==> config.mk <==
export PLATFORM = sky130hd
export DESIGN_NAME = frog_game_ctrl
export DESIGN_NICKNAME = d
export VERILOG_FILES = /design/src/rtl/frog_pkg.sv /design/src/rtl/frog_game_ctrl_frame_timer.sv /design/src/rtl/frog_game_ctrl.sv
export SDC_FILE = /design/constraint.sdc
export NUM_CORES = 1
export LEC_CHECK = 0
export CAP_MARGIN = 5
export CORE_MARGIN = 4
export CORE_UTILIZATION = 63
export DETAILED_ROUTE_END_ITERATION = 16
export DONT_BUFFER_PORTS = 1
export PLACE_DENSITY = 0.77
export SYNTH_ARGS = -nofsm -noshare
export SYNTH_HDL_FRONTEND = slang
export SYNTH_HIERARCHICAL = 1
export SYNTH_SLANG_ARGS = --single-unit
==> constraint.sdc <==
create_clock -name i_clk -period 5.2 [get_ports i_clk]
set_input_delay 0.78 -clock i_clk [delete_from_list [all_inputs] [get_ports i_clk]]
set_output_delay 0.78 -clock i_clk [all_outputs]
set_load 0.02 [all_outputs]
==> src/rtl/frog_pkg.sv <==
// Shared constants for the frog VGA game: colour-mux mode encodings, the
// default result-screen hold length and a counter-width helper.
package frog_pkg;

   typedef logic [1:0] mode_t;

   // Colour-mux modes, shared with the colour mux in top
   localparam mode_t MODE_PLAY = 2'd0;
   localparam mode_t MODE_DEAD = 2'd1;
   localparam mode_t MODE_WIN  = 2'd2;
   localparam mode_t MODE_OVER = 2'd3;

   // 3 s at 60 frames per second
   localparam int HOLD_FRAMES_DEF = 180;

   // Frame counter width: enough for hold-1, never narrower than 8 bits
   function automatic int cnt_width(input int hold);
      return ($clog2(hold) > 8) ? $clog2(hold) : 8;
   endfunction

endpackage

==> src/rtl/frog_game_ctrl_frame_timer.sv <==
// frame_timer: counts end-of-frame ticks up to HOLD_FRAMES-1 and saturates
// there. Shared by the DEAD, WIN and GAMEOVER result screens.
module frame_timer
   import frog_pkg::*;
#(
   parameter int HOLD_FRAMES = HOLD_FRAMES_DEF
) (
   input  logic i_clk,
   input  logic i_rst,
   input  logic i_tick,
   input  logic i_clr,
   output logic o_done
);

   localparam int             CW   = cnt_width(HOLD_FRAMES);
   localparam logic [CW-1:0]  LAST = CW'(HOLD_FRAMES - 1);

   logic [CW-1:0] count;

   // Saturating frame count; a clear discards any partial count
   always_ff @(posedge i_clk) begin
      // NOTE: registered state uses non-blocking assignments so every flop
      // samples the pre-edge values regardless of statement order.
      if (i_rst || i_clr) begin
         count <= '0;
      end else if (i_tick && (count != LAST)) begin
         count <= count + 1'b1;
      end
   end

   assign o_done = (count == LAST);

endmodule

==> src/rtl/frog_game_ctrl.sv <==
// frog_game_ctrl: game-state sequencer for the frog VGA game.
// Accumulates per-pixel hits over a frame, steps PLAY/DEAD/WIN/GAMEOVER on
// each end-of-frame pulse, and tracks lives and level.
// Build option: define FROG_LIVES_EN to enable the lives counter and the
// GAMEOVER screen; without it lives are infinite and o_lives is fixed.
module frog_game_ctrl
   import frog_pkg::*;
#(
   parameter int HOLD_FRAMES = HOLD_FRAMES_DEF,
   parameter int LIVES       = 3,
   parameter int MAX_LEVEL   = 7
) (
   input  logic       i_clk,
   input  logic       i_rst,
   input  logic       i_animate,
   input  logic       i_hit,
   input  logic       i_win,
   input  logic       i_start,
   output logic [1:0] o_mode,
   output logic       o_frog_rst,
   output logic       o_freeze,
   output logic [2:0] o_lives,
   output logic [2:0] o_level
);

   localparam logic [2:0] LIVES_INIT = 3'(LIVES);
   localparam logic [2:0] LEVEL_MAX  = 3'(MAX_LEVEL);

   mode_t      mode_q, mode_d;
   logic [2:0] level_q, level_d;
   logic       hit_acc;
   logic       hit_now;
   logic       enter_play;
   logic       frog_rst_q;
   logic       post_rst_q;
   logic       freeze_q;
   logic       timer_done;
   logic       timer_clr;

`ifdef FROG_LIVES_EN
   logic [2:0] lives_q, lives_d;
`else
   logic       unused_start;
   assign unused_start = i_start;
`endif

   // A hit in the end-of-frame cycle itself still counts for that frame
   assign hit_now = hit_acc | i_hit;

   // Held clear during PLAY so each result screen starts from zero
   assign timer_clr = (mode_q == MODE_PLAY) | enter_play;

   frame_timer #(
      .HOLD_FRAMES (HOLD_FRAMES)
   ) u_frame_timer (
      .i_clk  (i_clk),
      .i_rst  (i_rst),
      .i_tick (i_animate),
      .i_clr  (timer_clr),
      .o_done (timer_done)
   );

   // Next-state decode; nothing moves except on the end-of-frame pulse
   always_comb begin
      // NOTE: every output of this block gets a default first, so no path
      // leaves a signal unassigned and no latch is inferred.
      mode_d     = mode_q;
      level_d    = level_q;
      enter_play = 1'b0;
`ifdef FROG_LIVES_EN
      lives_d    = lives_q;
`endif
      if (i_animate) begin
         case (mode_q)
            MODE_PLAY: begin
               if (hit_now) begin
`ifdef FROG_LIVES_EN
                  lives_d = (lives_q != 3'd0) ? lives_q - 1'b1 : 3'd0;
                  mode_d  = (lives_d == 3'd0) ? MODE_OVER : MODE_DEAD;
`else
                  mode_d  = MODE_DEAD;
`endif
               end else if (i_win) begin
                  mode_d  = MODE_WIN;
                  level_d = (level_q >= LEVEL_MAX) ? LEVEL_MAX : level_q + 1'b1;
               end
            end
            MODE_DEAD, MODE_WIN: begin
               if (timer_done) begin
                  mode_d     = MODE_PLAY;
                  enter_play = 1'b1;
               end
            end
            MODE_OVER: begin
`ifdef FROG_LIVES_EN
               if (timer_done && i_start) begin
                  mode_d     = MODE_PLAY;
                  lives_d    = LIVES_INIT;
                  level_d    = 3'd1;
                  enter_play = 1'b1;
               end
`endif
            end
            default: mode_d = MODE_PLAY;
         endcase
      end
   end

   // Mode, level, hit accumulator and the registered strobes
   always_ff @(posedge i_clk) begin
      if (i_rst) begin
         mode_q     <= MODE_PLAY;
         level_q    <= 3'd1;
         hit_acc    <= 1'b0;
         freeze_q   <= 1'b0;
         frog_rst_q <= 1'b0;
         post_rst_q <= 1'b1;
      end else begin
         mode_q     <= mode_d;
         level_q    <= level_d;
         hit_acc    <= (mode_q == MODE_PLAY) && !i_animate && hit_now;
         freeze_q   <= (mode_d != MODE_PLAY);
         frog_rst_q <= enter_play | post_rst_q;
         post_rst_q <= 1'b0;
      end
   end

`ifdef FROG_LIVES_EN
   // Lives register, present only when the lives feature is built in
   always_ff @(posedge i_clk) begin
      if (i_rst) begin
         lives_q <= LIVES_INIT;
      end else begin
         lives_q <= lives_d;
      end
   end

   assign o_lives = lives_q;
`else
   assign o_lives = LIVES_INIT;
`endif

   assign o_mode     = mode_q;
   assign o_level    = level_q;
   assign o_freeze   = freeze_q;
   assign o_frog_rst = frog_rst_q;

endmodule
==> flow_summary_export.csv <==
group,metric,value,unit
outcome,outcome,"complete, no violations",
logic_synthesis,syn_area_per_cell,9.14,um^2
setup_path,max_stage_delay,0.46,ns
die,core_area,0.00117,mm^2
global_route,grt_usage,17.2,%
setup_path,worstReg2RegStart,"u_frame_timer/count[0]$_SDFFE_PP0P_",
sta,fin_skew,0.000899,ns
setup_path,worstPathCellList,"ha_1 -> nand4_1 -> nor4_1 -> nor2b_2 -> nand2b_1 -> a32o_2 -> or2_1",
global_route,met3_usage,7.32,%
global_route,grt_first_pass_wirelength,2.53,mm
sta,finalSetupViolCount,0,
cells_and_area,final_core_util,72.9,%
clock_network,path_clk_slew,0.09,ns
clock_network,cts.sinks,17,
die,die_area,0.00197,mm^2
clock_network,cts_tree,"built",
route,viasPerCell,6.02,
global_route,use_met2,26.2,%
clock_network,htree_levels,1,
cells_and_area,area_growth,2.56,%
sta,fmax,487,MHz
power_and_ir_drop,leakage,0.328,nW
clock_network,clk_latency,0.29,ns
clock_network,clock_path_buffers,2,
power_and_ir_drop,peakVddDrop,0.237,mV
hold_path,worstHoldStart,"post_rst_q$_DFF_P_",
hold_path,hp-class,"reg -> reg",
setup_path,cp_top_family,"simple AND/OR/NAND/NOR gates",
die,initial_core_util,71.0,%
hold_path,hold_end,"o_frog_rst$_SDFF_PP0_",
die,fp.dieW,44.3,um
die,fp-row-count,12,
setup_path,worstPathArrival,2.24,ns
setup_path,required,5.39,ns
placement,dp_hpwl,1.07,mm
route,ant_nets,0,
clock_network,cts_inserted_buffers,3,
hold_path,hold-path-cell-count,2,
logic_synthesis,syn_area,832,um^2
logic_synthesis,seq_area_frac_synth,40.9,%
sta,tightest_slew,0.550,ns
clock_network,cts_root_buf,"clkbuf_4",
setup_path,crit_path_max_fanout,4,
global_route,first_global_vias,633,
placement,dpl_cell_area,827,um^2
sta,relSlewSlack,63.0,%
clock_network,cts_resized,0,
global_route,antenna_found_initial,0,
placement,io_buffer_count,0,
die,die_y,44.3,um
route,drt_wl_total,1.40,mm
setup_path,worst-path-buf-inv,0,
global_route,top_usage_layer,"met2",
placement,gp_routability_congestion,0.802,
logic_synthesis,ys_types,38,
cells_and_area,finish.instance_area,853,um^2
placement,pre_cts_ws,3.17,ns
logic_synthesis,synth_seq_cells,17,
logic_synthesis,synth_warnings,6,
route,drcViolationCount,0,
logic_synthesis,netlist_top_cells_area,"dfxtp_1 41%, ha_1 7.5%, a21oi_1 3.6%",
cells_and_area,num-nets-final,104,
setup_path,worst_setup_path_start_kind,"flop",
setup_path,rr_worst_depth,7,
logic_synthesis,synth_top_cell_area_share,40.9,%
power_and_ir_drop,powerDensity,283,mW/mm^2
sta,hold_violations,0,
global_route,grt_max_degree,11,
logic_synthesis,synthCells,91,
setup_path,r2r-end,"o_freeze$_SDFF_PP0_",
route,firstDrtPassIters,4,
clock_network,holdBufCountCts,0,
setup_path,critical_path_class,"reg -> reg",
route,num_vias,638,
setup_path,cp-end-kind,"flop",
sta,fin_crit_sh,39.5,%
cells_and_area,drive_gt1_share,13.0,%
route,wire_per_inst,13.2,um
sta,rsz0062_at_grt,"no",
job,maxCapViolations,0,
sta,final_max_slew_viol_count,0,
sta,period_minus_slack,2.06,ns
route,drtIter0Drc,17,
sta,setup_slack,3.14,ns
die,design.portCount,16,
sta,finalSetupTns,0,ns
global_route,gr-total-overflow,0,
setup_path,r2r_slack,3.14,ns
cells_and_area,antennaDiodeCount,0,
setup_path,slowest_stage,"nor4_1",
clock_network,post-cts-setup-buffers,0,
global_route,groute.layer.met1.usage,21.1,%
logic_synthesis,yosys.area.top_type,"dfxtp_1",
[report_power, final]
group | internal [mW] | switching (mW) | leakage [nW]
clock network | 0.0298 | 0.0393 | 0.0150
registers | 0.136 | 0.0100 | 0.139
logic | 0.0124 | 0.0139 | 0.174
total | 0.178 | 0.0632 | 0.328
[area by class of cell]
type | count | area, um^2
well taps | 14 | 17.5
fillers | 92 | 318
clock buffers | 4 | 26.3
flip-flops and latches | 17 | 340
multi-input cells | 67 | 454
inverters | 4 | 15.0
[per-stage QoR]
step	cells	power [mW]	hold WS, ns
detailed placement	102	0.175	0.470
global placement	102	0.174	0.469
floorplan	92	0.172	0.413
global route	106	0.255	0.486
CTS	106	0.244	0.486
finish	106	0.241	0.485
[registers in the layout, indices dropped and copies added, names as in the netlist]
signal	count
o_mode	2
o_level	3
o_frog_rst	1
hit_acc	1
o_freeze	1
u_frame_timer/count	8
post_rst_q	1
[worst max path at each step]
stage               cells past startpoint                           startpoint                   to  slack, ns
global route                            7  u_frame_timer/count[0]$_SDFFE_PP0P_  o_freeze$_SDFF_PP0_       2.97
finish                                  7  u_frame_timer/count[0]$_SDFFE_PP0P_  o_freeze$_SDFF_PP0_       3.14
floorplan                               7  u_frame_timer/count[0]$_SDFFE_PP0P_  o_freeze$_SDFF_PP0_       3.39
CTS                                     7  u_frame_timer/count[0]$_SDFFE_PP0P_  o_freeze$_SDFF_PP0_       3.15
global placement                        7  u_frame_timer/count[0]$_SDFFE_PP0P_  o_freeze$_SDFF_PP0_       3.23
detailed placement                      7  u_frame_timer/count[0]$_SDFFE_PP0P_  o_freeze$_SDFF_PP0_       3.17
[cell usage after synthesis]
master and number:
dfxtp_1 17, nand2_1 8, a21oi_1 6, nor2_1 6, ha_1 5, inv_1 4, o21ai_0 4, buf_4 3
a31oi_1 2, conb_1 2, mux2i_1 2, nand2b_1 2, nand4_1 2, o221a_2 2, or3_1 2, xor2_1 2
a211oi_1 1, a31o_2 1, a32o_2 1, and2_1 1, and2b_1 1, and3_1 1, and4_2 1, clkbuf_1 1
nand4_2 1, nor2b_1 1, nor2b_2 1, nor3b_1 1, nor4_1 1, o22ai_1 1, o311ai_0 1, o31ai_1 1
o41a_1 1, or2_1 1, or2_2 1, or2b_1 1, or3_2 1, or4_1 1
[logic make-up after synthesis]
group                    share of synthesized area, %
AO/OA/AOI/OAI                                    17.6
XOR/XNOR                                         2.11
adder cells (fa/ha/maj)                          7.52
buffers and inverters                            4.96
flip-flops                                       40.9
multiplexers                                     2.41
other                                           0.903
AND/OR/NAND/NOR                                  23.6
[worst reg2reg max path, delay by kind of cell (launching register included)]
| family | cells | cell delay, ns |
|---|---|---|
| adder cells (fa/ha/maj) | 1 | 0.22 |
| flip-flops | 1 | 0.39 |
| AND/OR/NAND/NOR | 5 | 1.08 |
| AO/OA/AOI/OAI | 1 | 0.27 |
[per-layer routing]
metal | share of wire [%] | up-vias
met1 | 47 | 290
li1 | - | 324
met4 | 1.4 | 0
met3 | 7.2 | 4
met2 | 44 | 20
met5 | 0 | -
[cell usage in the layout (no fill, tap or decap), types with 2 or more instances in the layout]
cell / n
nand2b_1: 2
ha_1: 5
mux2i_1: 2
or3_1: 2
o221a_2: 2
a21oi_1: 6
nor2_1: 6
xor2_1: 2
a31oi_1: 2
dfxtp_1: 17
conb_1: 3
nand2_1: 8
o21ai_0: 4
inv_1: 4
clkbuf_4: 3
nand4_1: 2
(Power assumes the default switching activity.)
